$ cat config.mk
export PLATFORM = sky130hd
export DESIGN_NAME = magic_device_reader_flat
export DESIGN_NICKNAME = d
export VERILOG_FILES = /design/src/rtl/magic_device_reader_if.sv /design/src/rtl/magic_device_reader.sv /design/src/flat_wrapper.sv
export SDC_FILE = /design/constraint.sdc
export NUM_CORES = 1
export LEC_CHECK = 0
export BUFFER_PORTS_ARGS = -buffer_cell sky130_fd_sc_hd__clkbuf_2
export CAP_MARGIN = 20
export CORE_AREA = 10 10 155 157
export DETAILED_ROUTE_END_ITERATION = 8
export DIE_AREA = 0 0 165 167
export GPL_ROUTABILITY_DRIVEN = 0
export PLACE_DENSITY = 0.83
export SETUP_SLACK_MARGIN = 0.05
export SLEW_MARGIN = 10
export SYNTH_ARGS = -nofsm -noshare
export SYNTH_HDL_FRONTEND = slang
export SYNTH_SLANG_ARGS = --single-unit
$ cat constraint.sdc
create_clock -name clock -period 8.6 [get_ports clock]
set_input_delay 1.72 -clock clock [delete_from_list [all_inputs] [get_ports clock]]
set_output_delay 1.72 -clock clock [all_outputs]
set_load 0.05 [all_outputs]
$ cat src/rtl/magic_device_reader_if.sv
// Request, response and magic-device bus bundle for magic_device_reader.
// slave is the reader's own view; master is the surrounding environment.
interface magic_device_reader_if;
  logic        req_valid;
  logic        req_ready;
  logic [11:0] req_select;
  logic        resp_valid;
  logic        resp_ready;
  logic [63:0] resp_data;
  logic [11:0] resp_select;
  logic [11:0] dev_read_select;
  logic        dev_read_ready;
  logic        dev_read_valid;
  logic [63:0] dev_read_data;

  modport slave (
    input  req_valid, req_select, resp_ready, dev_read_valid, dev_read_data,
    output req_ready, resp_valid, resp_data, resp_select, dev_read_select, dev_read_ready
  );

  modport master (
    output req_valid, req_select, resp_ready, dev_read_valid, dev_read_data,
    input  req_ready, resp_valid, resp_data, resp_select, dev_read_select, dev_read_ready
  );
endinterface

$ cat src/rtl/magic_device_reader.sv
// Serialises selector reads to the magic device and queues {selector, data} responses.
// Define MAGIC_READER_STATS_EN to add saturating stat_reads/stat_stalls counters.
module magic_device_reader #(
  parameter int unsigned FIFO_DEPTH = 4
) (
  input  logic                 clock,
  input  logic                 reset,
  magic_device_reader_if.slave bus,
  output logic                 busy
`ifdef MAGIC_READER_STATS_EN
  ,
  output logic [31:0]          stat_reads,
  output logic [31:0]          stat_stalls
`endif
);

  localparam int unsigned PtrW = (FIFO_DEPTH > 1) ? $clog2(FIFO_DEPTH) : 1;
  localparam int unsigned CntW = $clog2(FIFO_DEPTH + 1);

  typedef enum logic [1:0] {StIdle, StIssue, StCapture} state_e;

  state_e          state_q, state_d;
  logic [11:0]     sel_q;
  logic [75:0]     mem_q [FIFO_DEPTH];
  logic [PtrW-1:0] wr_ptr_q, rd_ptr_q;
  logic [CntW-1:0] count_q;

  logic req_ready, dev_read_ready, push, pop, accept, full, not_empty;

  assign full      = (count_q == CntW'(FIFO_DEPTH));
  assign not_empty = (count_q != '0);
  assign accept    = bus.req_valid && req_ready;
  assign pop       = not_empty && bus.resp_ready;

  always_comb begin
    state_d        = state_q;
    req_ready      = 1'b0;
    dev_read_ready = 1'b0;
    push           = 1'b0;
    unique case (state_q)
      StIdle: begin
        req_ready = !full && !reset;
        if (bus.req_valid && req_ready) state_d = StIssue;
      end
      StIssue: begin
        dev_read_ready = 1'b1;
        if (bus.dev_read_valid) state_d = StCapture;
      end
      StCapture: begin
        // Space is guaranteed: accept required count < depth and only pops happened since.
        push    = 1'b1;
        state_d = StIdle;
      end
      default: state_d = StIdle;
    endcase
  end

  always_ff @(posedge clock) begin
    if (reset) begin
      state_q  <= StIdle;
      sel_q    <= '0;
      wr_ptr_q <= '0;
      rd_ptr_q <= '0;
      count_q  <= '0;
    end else begin
      state_q <= state_d;
      if (accept) sel_q <= bus.req_select;
      if (push) wr_ptr_q <= wr_ptr_q + PtrW'(1);
      if (pop) rd_ptr_q <= rd_ptr_q + PtrW'(1);
      unique case ({push, pop})
        2'b10:   count_q <= count_q + CntW'(1);
        2'b01:   count_q <= count_q - CntW'(1);
        default: count_q <= count_q;
      endcase
    end
  end

  // Storage is not reset; an aborted capture must not write it either.
  always_ff @(posedge clock) begin
    if (push && !reset) mem_q[wr_ptr_q] <= {sel_q, bus.dev_read_data};
  end

`ifdef MAGIC_READER_STATS_EN
  always_ff @(posedge clock) begin
    if (reset) begin
      stat_reads  <= '0;
      stat_stalls <= '0;
    end else begin
      if (push && stat_reads != '1) stat_reads <= stat_reads + 32'd1;
      if (state_q == StIssue && !bus.dev_read_valid && stat_stalls != '1) begin
        stat_stalls <= stat_stalls + 32'd1;
      end
    end
  end
`endif

  assign bus.req_ready       = req_ready;
  assign bus.dev_read_ready  = dev_read_ready;
  assign bus.dev_read_select = sel_q;
  assign bus.resp_valid      = not_empty;
  assign bus.resp_data       = not_empty ? mem_q[rd_ptr_q][63:0] : '0;
  assign bus.resp_select     = not_empty ? mem_q[rd_ptr_q][75:64] : '0;
  assign busy                = (state_q != StIdle) || not_empty;

endmodule

$ cat src/flat_wrapper.sv
// flat-port wrapper written by rule: the top's interface ports become plain ports
module magic_device_reader_flat 
#(
  parameter int unsigned FIFO_DEPTH = 4
)
  (clock, reset, busy, bus_req_valid, bus_req_select, bus_resp_ready, bus_dev_read_valid, bus_dev_read_data, bus_req_ready, bus_resp_valid, bus_resp_data, bus_resp_select, bus_dev_read_select, bus_dev_read_ready);
  magic_device_reader_if bus_i ();
  input  logic clock;
  input  logic reset;
  output logic busy;
  input wire logic [$bits(bus_i.req_valid)-1:0] bus_req_valid;
  input wire logic [$bits(bus_i.req_select)-1:0] bus_req_select;
  input wire logic [$bits(bus_i.resp_ready)-1:0] bus_resp_ready;
  input wire logic [$bits(bus_i.dev_read_valid)-1:0] bus_dev_read_valid;
  input wire logic [$bits(bus_i.dev_read_data)-1:0] bus_dev_read_data;
  output wire logic [$bits(bus_i.req_ready)-1:0] bus_req_ready;
  output wire logic [$bits(bus_i.resp_valid)-1:0] bus_resp_valid;
  output wire logic [$bits(bus_i.resp_data)-1:0] bus_resp_data;
  output wire logic [$bits(bus_i.resp_select)-1:0] bus_resp_select;
  output wire logic [$bits(bus_i.dev_read_select)-1:0] bus_dev_read_select;
  output wire logic [$bits(bus_i.dev_read_ready)-1:0] bus_dev_read_ready;
  assign bus_i.req_valid = bus_req_valid;
  assign bus_i.req_select = bus_req_select;
  assign bus_i.resp_ready = bus_resp_ready;
  assign bus_i.dev_read_valid = bus_dev_read_valid;
  assign bus_i.dev_read_data = bus_dev_read_data;
  assign bus_req_ready = bus_i.req_ready;
  assign bus_resp_valid = bus_i.resp_valid;
  assign bus_resp_data = bus_i.resp_data;
  assign bus_resp_select = bus_i.resp_select;
  assign bus_dev_read_select = bus_i.dev_read_select;
  assign bus_dev_read_ready = bus_i.dev_read_ready;
  magic_device_reader #(.FIFO_DEPTH(FIFO_DEPTH)) u_core (.clock(clock), .reset(reset), .bus(bus_i), .busy(busy));
endmodule
## Word level (Yosys, flattened, before mapping)

Memories as Yosys holds them, arrays and structs flattened. A register that Yosys moved wholly into a read port is not among the register bits.
Index checks and enable logic that the tools add are counted.

| cells by class | value |
|---|---|
| $add $sub $neg | 4 |
| equal/unequal tests | 7 |
| multiplexer cells | 13 |
| reduce and logical (&&, ||, !) cells | 13 |

Operator list:

| operator | number |
|---|---|
| two-way mux 64 bit | 1 |
| two-way mux 12 bit | 1 |
| two-way mux 2 bit | 4 |
| one-hot mux 3 bit (2 select lines) | 1 |
| logical AND 1 bit | 5 |
| two-way mux 1 bit | 5 |
| adder 2 x 1 -> 2 bit, second input constant | 2 |
| equality test 2 x 1 -> 1 bit, second input constant | 2 |
| equality test 2 bit, second input constant | 2 |
| one-hot mux 2 bit (2 select lines) | 1 |
| nonzero test 2 bit | 2 |
| adder 3 x 1 -> 3 bit, second input constant | 1 |
| equality test 3 bit, second input constant | 1 |
| nonzero test 3 bit | 1 |
| subtractor 3 x 1 -> 3 bit, second input constant | 1 |
| zero test 1 bit | 2 |
| zero test 2 bit | 1 |
| inequality test 2 x 1 -> 1 bit, second input constant | 1 |
| inequality test 2 bit, second input constant | 1 |
| AND reduction 2 bit | 1 |
| logical OR 1 bit | 1 |

| storage, ports and cells | value |
|---|---|
| flip-flop bits (word level) | 21 |
| RAM bits | 304 |
| output and inout port bits | 92 |
| word-level logic and storage cells | 43 |
| memories kept | 1 |

Memory list:

| memory | depth | width | rd ports | clocked after memory_dff | wr ports | line | source |
|---|---|---|---|---|---|---|---|
| u_core.mem_q | 4 | 76 | 1 | 1 | 1 | magic_device_reader.sv:24 | `logic [75:0] mem_q [FIFO_DEPTH];` |

## Depth between registers and ports, before layout

Gate-level depths: netlist of the first run.

| depth | value |
|---|---|
| word-level depth | 6 |
| gate-level depth with buffers | 9 |
| depth with buffers taken out | 8 |

## Worst setup path after synthesis of the first run

No wires, ideal clock.

| timing path | value |
|---|---|
| path type | input port to output port |
| from | input reset |
| to | output bus_req_ready |
| arrival time | 3.217 ns |
| data required time | 6.880 ns |
| path slack | 3.663 ns |
| cell stages on the path | 3 |
| buffers on the path | 2 |
| cells stage by stage | clkbuf_1 > clkbuf_1 > nor3_1 |

| between the ends | value |
|---|---|
| word-level cells in the longest chain between the ends | 3 |

RTL lines:

| what | line | source |
|---|---|---|
| start, declared | flat_wrapper.sv:9 | `input logic reset;` |
| zero test 1 bit | magic_device_reader.sv:42 | `req_ready = !full && !reset;` |
| logical AND 1 bit | magic_device_reader.sv:42 |  |
| two-way mux 1 bit | magic_device_reader.sv:40 | `unique case (state_q)` |
| end, declared | flat_wrapper.sv:16 | `output wire logic [$bits(bus_i.req_ready)-1:0] bus_req_ready;` |

No other way between the ends.

==> run summary, run 1 <==
Max-slew violations = 0
CTS clk-pin slew, worst paths = 0.06 ns
DR iter-0 viols = 397
Number of max-cap violations = 0
Area grow syn2layout = 17.77%
Die footprint = 27560 um2
Yosys warnings = 0
Worst reg2reg path endpoint = u_core.count_q[2]$_SDFFE_PP0P_
Pin count of the biggest net entering global routing = 77
Cells after DPL = 1007
First-pass iteration count of the detailed router = 5
Pwr dens = 237.5 nW/um2
CTS tree = built
IO Pins = 173
Non-Filler Instances = 1061
R2R depth = 9
Final Cycle Share = 57.27%
CTS sink cnt = 327
Initial antenna violation count = 0
FMAX = 203.0 MHz
Grt ovf = 0
Crit path to = bus_resp_data[59]
Final #Nets = 853
Tot GR Track Use = 17.46%
Seq/Total Area, Yosys = 76.80%
Fin crit period = 4.926 ns
Hold Crit Class = flip-flop to flip-flop
Post-detail-place hpwl = 14910 um
Syn Nets = 671
Top post-synthesis cells by area = edfxtp_1, mux4_2, and2_1, dfxtp_1, mux2_4
Async SR Flop Fraction = 0%
Critical path peak fanout = 40
Total power = 3.492 mW
Post-place setup slack = 4.103 ns
Setup TNS = 0 ns
Status = finished clean
Netlist cell types = 31
CTS Buf Count = 31
Wire length per cell = 22.74 um
Via count = 6065
CTS root buf = clkbuf_16
Core ar. = 20820 um2
Post-layout util = 70.62%
Type of origin of the critical path = flip-flop
Post-synth EDFFs = 304
WL final = 24130 um
Ys flop type = edfxtp_1
Post-route ant nets = 0
FP Rows = 53
Vias in the first global route = 6625
Internal reg-to-reg setup slack = 5.50 ns
Synthesized netlist cell count = 584
Area leader, netlist = edfxtp_1
Startpoint of the worst hold path = u_core.rd_ptr_q[0]$_SDFFE_PP0P_
IO buf count = 172
Clk_lat worst skew = 0.53 ns
Synthesized cell area = 12490 um2
Slew headroom = 46.83%
Die Wd = 165 um
Endpoint class of the critical path = output port
Worst EP arrival = 3.21 ns
Maximum clock path buffer count = 3
VDD IR max = 192.1 uV
Mapped Avg Cell Area = 21.38 um2
Synth top area share = 73.11%
Post-CTS Hold Buffers = 0
Number of diodes = 0
Leakage = 5.088 nW
Vias per cell = 5.716
H-tree Lvls = 1
Post-CTS setup buffer count = 0
RSZ-0062 raised after global routing = no
First-pass GRT wire length = 37650 um
Worst Path Class, Setup = flip-flop to output port
Worst slew pin tran = 0.7976 ns
Endpoints failing hold = 0
Clock Skews = 0.006666 ns
CP required = 6.88 ns
Reg2reg start = u_core.count_q[0]$_SDFFE_PP0P_
Setup WS post-layout = 3.674 ns
Setup violators final = 0
Starting Density = 59.96%
Ratio of cells with drive above 1 in the final layout = 39.95%
Drc violations = 0
Seq cells post-synth = 327
Die H = 167 um
# resized after CTS = 0
-- worst min path at each step --
stage               depth (start not counted)                              end  slack, ns
finish                                      2                        flip-flop       0.51
detailed placement                          2  u_core.wr_ptr_q[1]$_SDFFE_PP0P_       0.50
floorplan                                   1   u_core.state_q[1]$_SDFFE_PP0P_       0.45
global route                                2                        flip-flop       0.53
global placement                            1   u_core.state_q[1]$_SDFFE_PP0P_       0.47
CTS                                         2                        flip-flop       0.50
-- cell usage in the layout, fill, tap and decap left out, types with 4 or more instances in the layout --
master / instances
mux4_2: 76
bufinv_16: 4
inv_1: 7
clkinv_1: 5
clkbuf_1: 9
and2_4: 4
edfxtp_1: 304
clkbuf_2: 172
dfxtp_1: 21
clkbuf_16: 31
ha_1: 5
mux2_4: 9
nor2_1: 8
nor2b_1: 13
buf_16: 5
and2_1: 77
-- critical path, cell delays in order, from the launching register on --
cell      delay [ns]
dfxtp_4         0.84
buf_4           0.75
mux4_2          0.62
and2_1          0.17
clkbuf_2        0.23
-- synth_stat cells, types with 2 or more instances --
cell type	number
inv_1	7
and2_1	81
xor2_1	3
dfxtp_1	23
buf_1	5
ha_1	5
a21oi_1	3
nor2_1	8
buf_2	9
or3_1	2
mux4_2	76
mux2_2	3
nor2b_1	13
o21ai_0	3
mux2_4	9
clkbuf_1	15
nand2_1	2
edfxtp_1	304
-- layout make-up --
| cell class | count | area, um2 |
|---|---|---|
| Timing Repair Buffer | 179 | 1013 |
| Sequential cell | 327 | 9597 |
| Clock buffer | 40 | 809.5 |
| Tap cell | 275 | 344.1 |
| Multi-Input combinational cell | 220 | 2750 |
| Inverter | 7 | 26.28 |
| Clock inverter | 13 | 163.9 |
| Fill cell | 1313 | 6118 |
-- where the power goes --
part | switching, mW | total [mW] | internal, mW
registers | 0.0249 | 1.78 | 1.75
clock network | 0.530 | 1.31 | 0.776
logic | 0.281 | 0.406 | 0.125
-- metrics by stage --
step	instance area [um2]	hold slack [ns]
after floorplan	12490	0.4521
after global placement	13590	0.4664
after global routing	14700	0.5268
after CTS	14680	0.5032
after detailed placement	13700	0.4962
final	14700	0.5062
-- kinds of logic after synthesis --
kind of cell	Yosys count	synth area share, %
muxes	88	15.06
and+or+nand+nor	114	5.552
xor gates and xnor gates	4	0.2806
adders and majority gates	6	0.6614
DFF	327	76.80
buffers and inverters	37	1.263
AOI/OAI and AO/OA	8	0.3808
-- state kept, by name (all words and copies together) (netlist names), named ones only --
signal,flops
u_core.bus.dev_read_select,12
u_core.state_q,2
u_core.wr_ptr_q,2
u_core.mem_q,304
u_core.rd_ptr_q,2
u_core.count_q,3
-- per-layer routing --
layer  vias up  GRT usage (%)  share of wire (%)
met3        33          4.216                8.2
li1       2698              -                  -
met2       234          29.09                 51
met5         -              0                  0
met1      3100          22.70                 39
met4         0          4.122                1.6
Note: power is estimated with default switching activity, not from simulation.
==> inputs of run 2 (changes only) <==
--- a/config.mk
+++ b/config.mk
@@ -7,11 +7,11 @@
 export LEC_CHECK = 0
 export BUFFER_PORTS_ARGS = -buffer_cell sky130_fd_sc_hd__clkbuf_2
 export CAP_MARGIN = 20
-export CORE_AREA = 10 10 155 157
+export CORE_AREA = 10 10 160 162
 export DETAILED_ROUTE_END_ITERATION = 8
-export DIE_AREA = 0 0 165 167
+export DIE_AREA = 0 0 170 172
 export GPL_ROUTABILITY_DRIVEN = 0
-export PLACE_DENSITY = 0.83
+export PLACE_DENSITY = 0.78
 export SETUP_SLACK_MARGIN = 0.05
 export SLEW_MARGIN = 10
 export SYNTH_ARGS = -nofsm -noshare
==> constraint.sdc (replaced) <==
create_clock -name clock -period 5.1 [get_ports clock]
set_input_delay 1.02 -clock clock [delete_from_list [all_inputs] [get_ports clock]]
set_output_delay 1.02 -clock clock [all_outputs]
set_load 0.05 [all_outputs]
==> run 2 against run 1 <==
- worst setup slack worse by 2.4 ns
- sequential share of layout area is 0.52 points higher
- critical path depth stayed put
- clock power is 59% higher
- total power is 65% higher
- largest power group unchanged
- first-iteration DRC count is 5.5% lower
- combinational power is 68% higher
==> run summary, run 2 (synthesized netlist as in run 1, its figures left out) <==
IO Pins = 173
CTS root buf = clkbuf_16
Sequential Power Share = 52.1%
Die footprint = 29240 um2
Wire length per cell = 22.42 um
Post-CTS setup buffer count = 0
Finished Cell Area = 14590 um2
Startpoint of the worst hold path = u_core.state_q[1]$_SDFFE_PP0P_
Endpoints failing hold = 0
CTS sink cnt = 327
Vias in the first global route = 6585
Post-detail-place hpwl = 14680 um
Final Cycle Share = 75.08%
Pwr dens = 395.1 nW/um2
Worst slew pin tran = 0.9182 ns
Clock Skews = 0.01168 ns
Drc violations = 0
Tot GR Track Use = 16.31%
CTS Buf Count = 31
Post-layout util = 65.23%
IO buf count = 172
Int Pwr = 4.367 mW
FP Rows = 55
WHS = 0.5140 ns
CP required = 4.08 ns
VDD IR max = 286.6 uV
CTS tree = built
Fin crit period = 3.829 ns
Commonest non-fill, non-tap cells in the layout = edfxtp_1, clkbuf_2, and2_1
Critical path peak fanout = 39
Grt ovf = 0
Endpoint class of the critical path = output port
Worst EP arrival = 2.81 ns
Clock share of power = 36.1%
FMAX = 261.2 MHz
CTS clk-pin slew, worst paths = 0.06 ns
Initial antenna violation count = 0
Hold Crit Class = flip-flop to flip-flop
Post-route ant nets = 0
Setup violators final = 0
Setup TNS = 0 ns
Gate power share = 11.8%
Starting Density = 55.83%
First-pass iteration count of the detailed router = 5
Status = finished clean
Net switching power = 1.397 mW
Number of max-cap violations = 0
Clk_lat worst skew = 0.54 ns
First-pass GRT wire length = 36870 um
RSZ-0062 raised after global routing = no
Die Wd = 170 um
Reg2reg start = u_core.state_q[1]$_SDFFE_PP0P_
Register name with the most flops = u_core.mem_q
H-tree Lvls = 1
DR iter-0 viols = 375
Maximum clock path buffer count = 3
Number of flip-flops in the largest register = 304
Most common cell after layout, fill and taps aside = edfxtp_1
Final #Nets = 853
Vias per cell = 5.597
Post-CTS Hold Buffers = 0
Slew headroom = 38.79%
Area grow syn2layout = 16.84%
Switch share = 24.23%
Leakage = 5.042 nW
Type of origin of the critical path = flip-flop
Die H = 172 um
Core ar. = 22370 um2
Max-slew violations = 0
Ratio of cells with drive above 1 in the final layout = 39.72%
Dpl cell area = 13650 um2
Worst Path Class, Setup = flip-flop to output port
Via count = 6006
WL final = 24060 um
Number of diodes = 0
Pin count of the biggest net entering global routing = 77
# resized after CTS = 0
==> run 2: metrics by stage <==
step | cells | power [mW] | setup WS, ns
after floorplan | 584 | 3.554 | 1.485
after global placement | 1017 | 3.734 | 1.751
after detailed placement | 1017 | 3.748 | 1.736
after CTS | 1072 | 5.825 | 1.167
after global routing | 1073 | 5.975 | 1.032
final | 1073 | 5.764 | 1.271
==> run 2: cell type report <==
cell class	instances	area [um2]
sequential	327	9597
clock inverter	8	63.81
timing repair buffer	179	938.4
fill	1480	7777
clock buffer	47	855.8
multi-input combinational	220	2750
inverter	7	26.28
tap	285	356.6
==> run 2: power by group through the flow <==
| stage | Combinational [mW] | Sequential (mW) | Clock [mW] |
|---|---|---|---|
| 6_report | 0.682 | 3.00 | 2.08 |
| 5_1_grt | 0.722 | 3.01 | 2.25 |
| 4_1_cts | 0.692 | 3.00 | 2.13 |
| 3_5_place_dp | 0.688 | 3.06 | 0 |
| 2_1_floorplan | 0.491 | 3.06 | 0 |
| 3_3_place_gp | 0.677 | 3.06 | 0 |
==> run 2: final timing paths <==
check,end,slack (ns),depth (start not counted)
max,bus_resp_data[54],1.27,4
min,u_core.state_q[1]$_SDFFE_PP0P_,0.51,1
max reg2reg,u_core.mem_q[0][48]$_DFFE_PP_,2.36,5
min reg2reg,u_core.state_q[1]$_SDFFE_PP0P_,0.51,1
==> run 2: worst max-delay path, stage by stage (launching register included) <==
cell      delay, ns
dfxtp_4        0.88
buf_12         0.38
mux4_2         0.54
and2_1         0.19
clkbuf_2       0.24
==> run 2: routing by layer <==
metal  wire (um)  up-vias  GRT usage [%]
li1            -     2683              -
met1        9632     3105          20.30
met2       12380      194          28.24
met3        1758       24          4.309
met4         290        0          3.547
met5           0        -              0
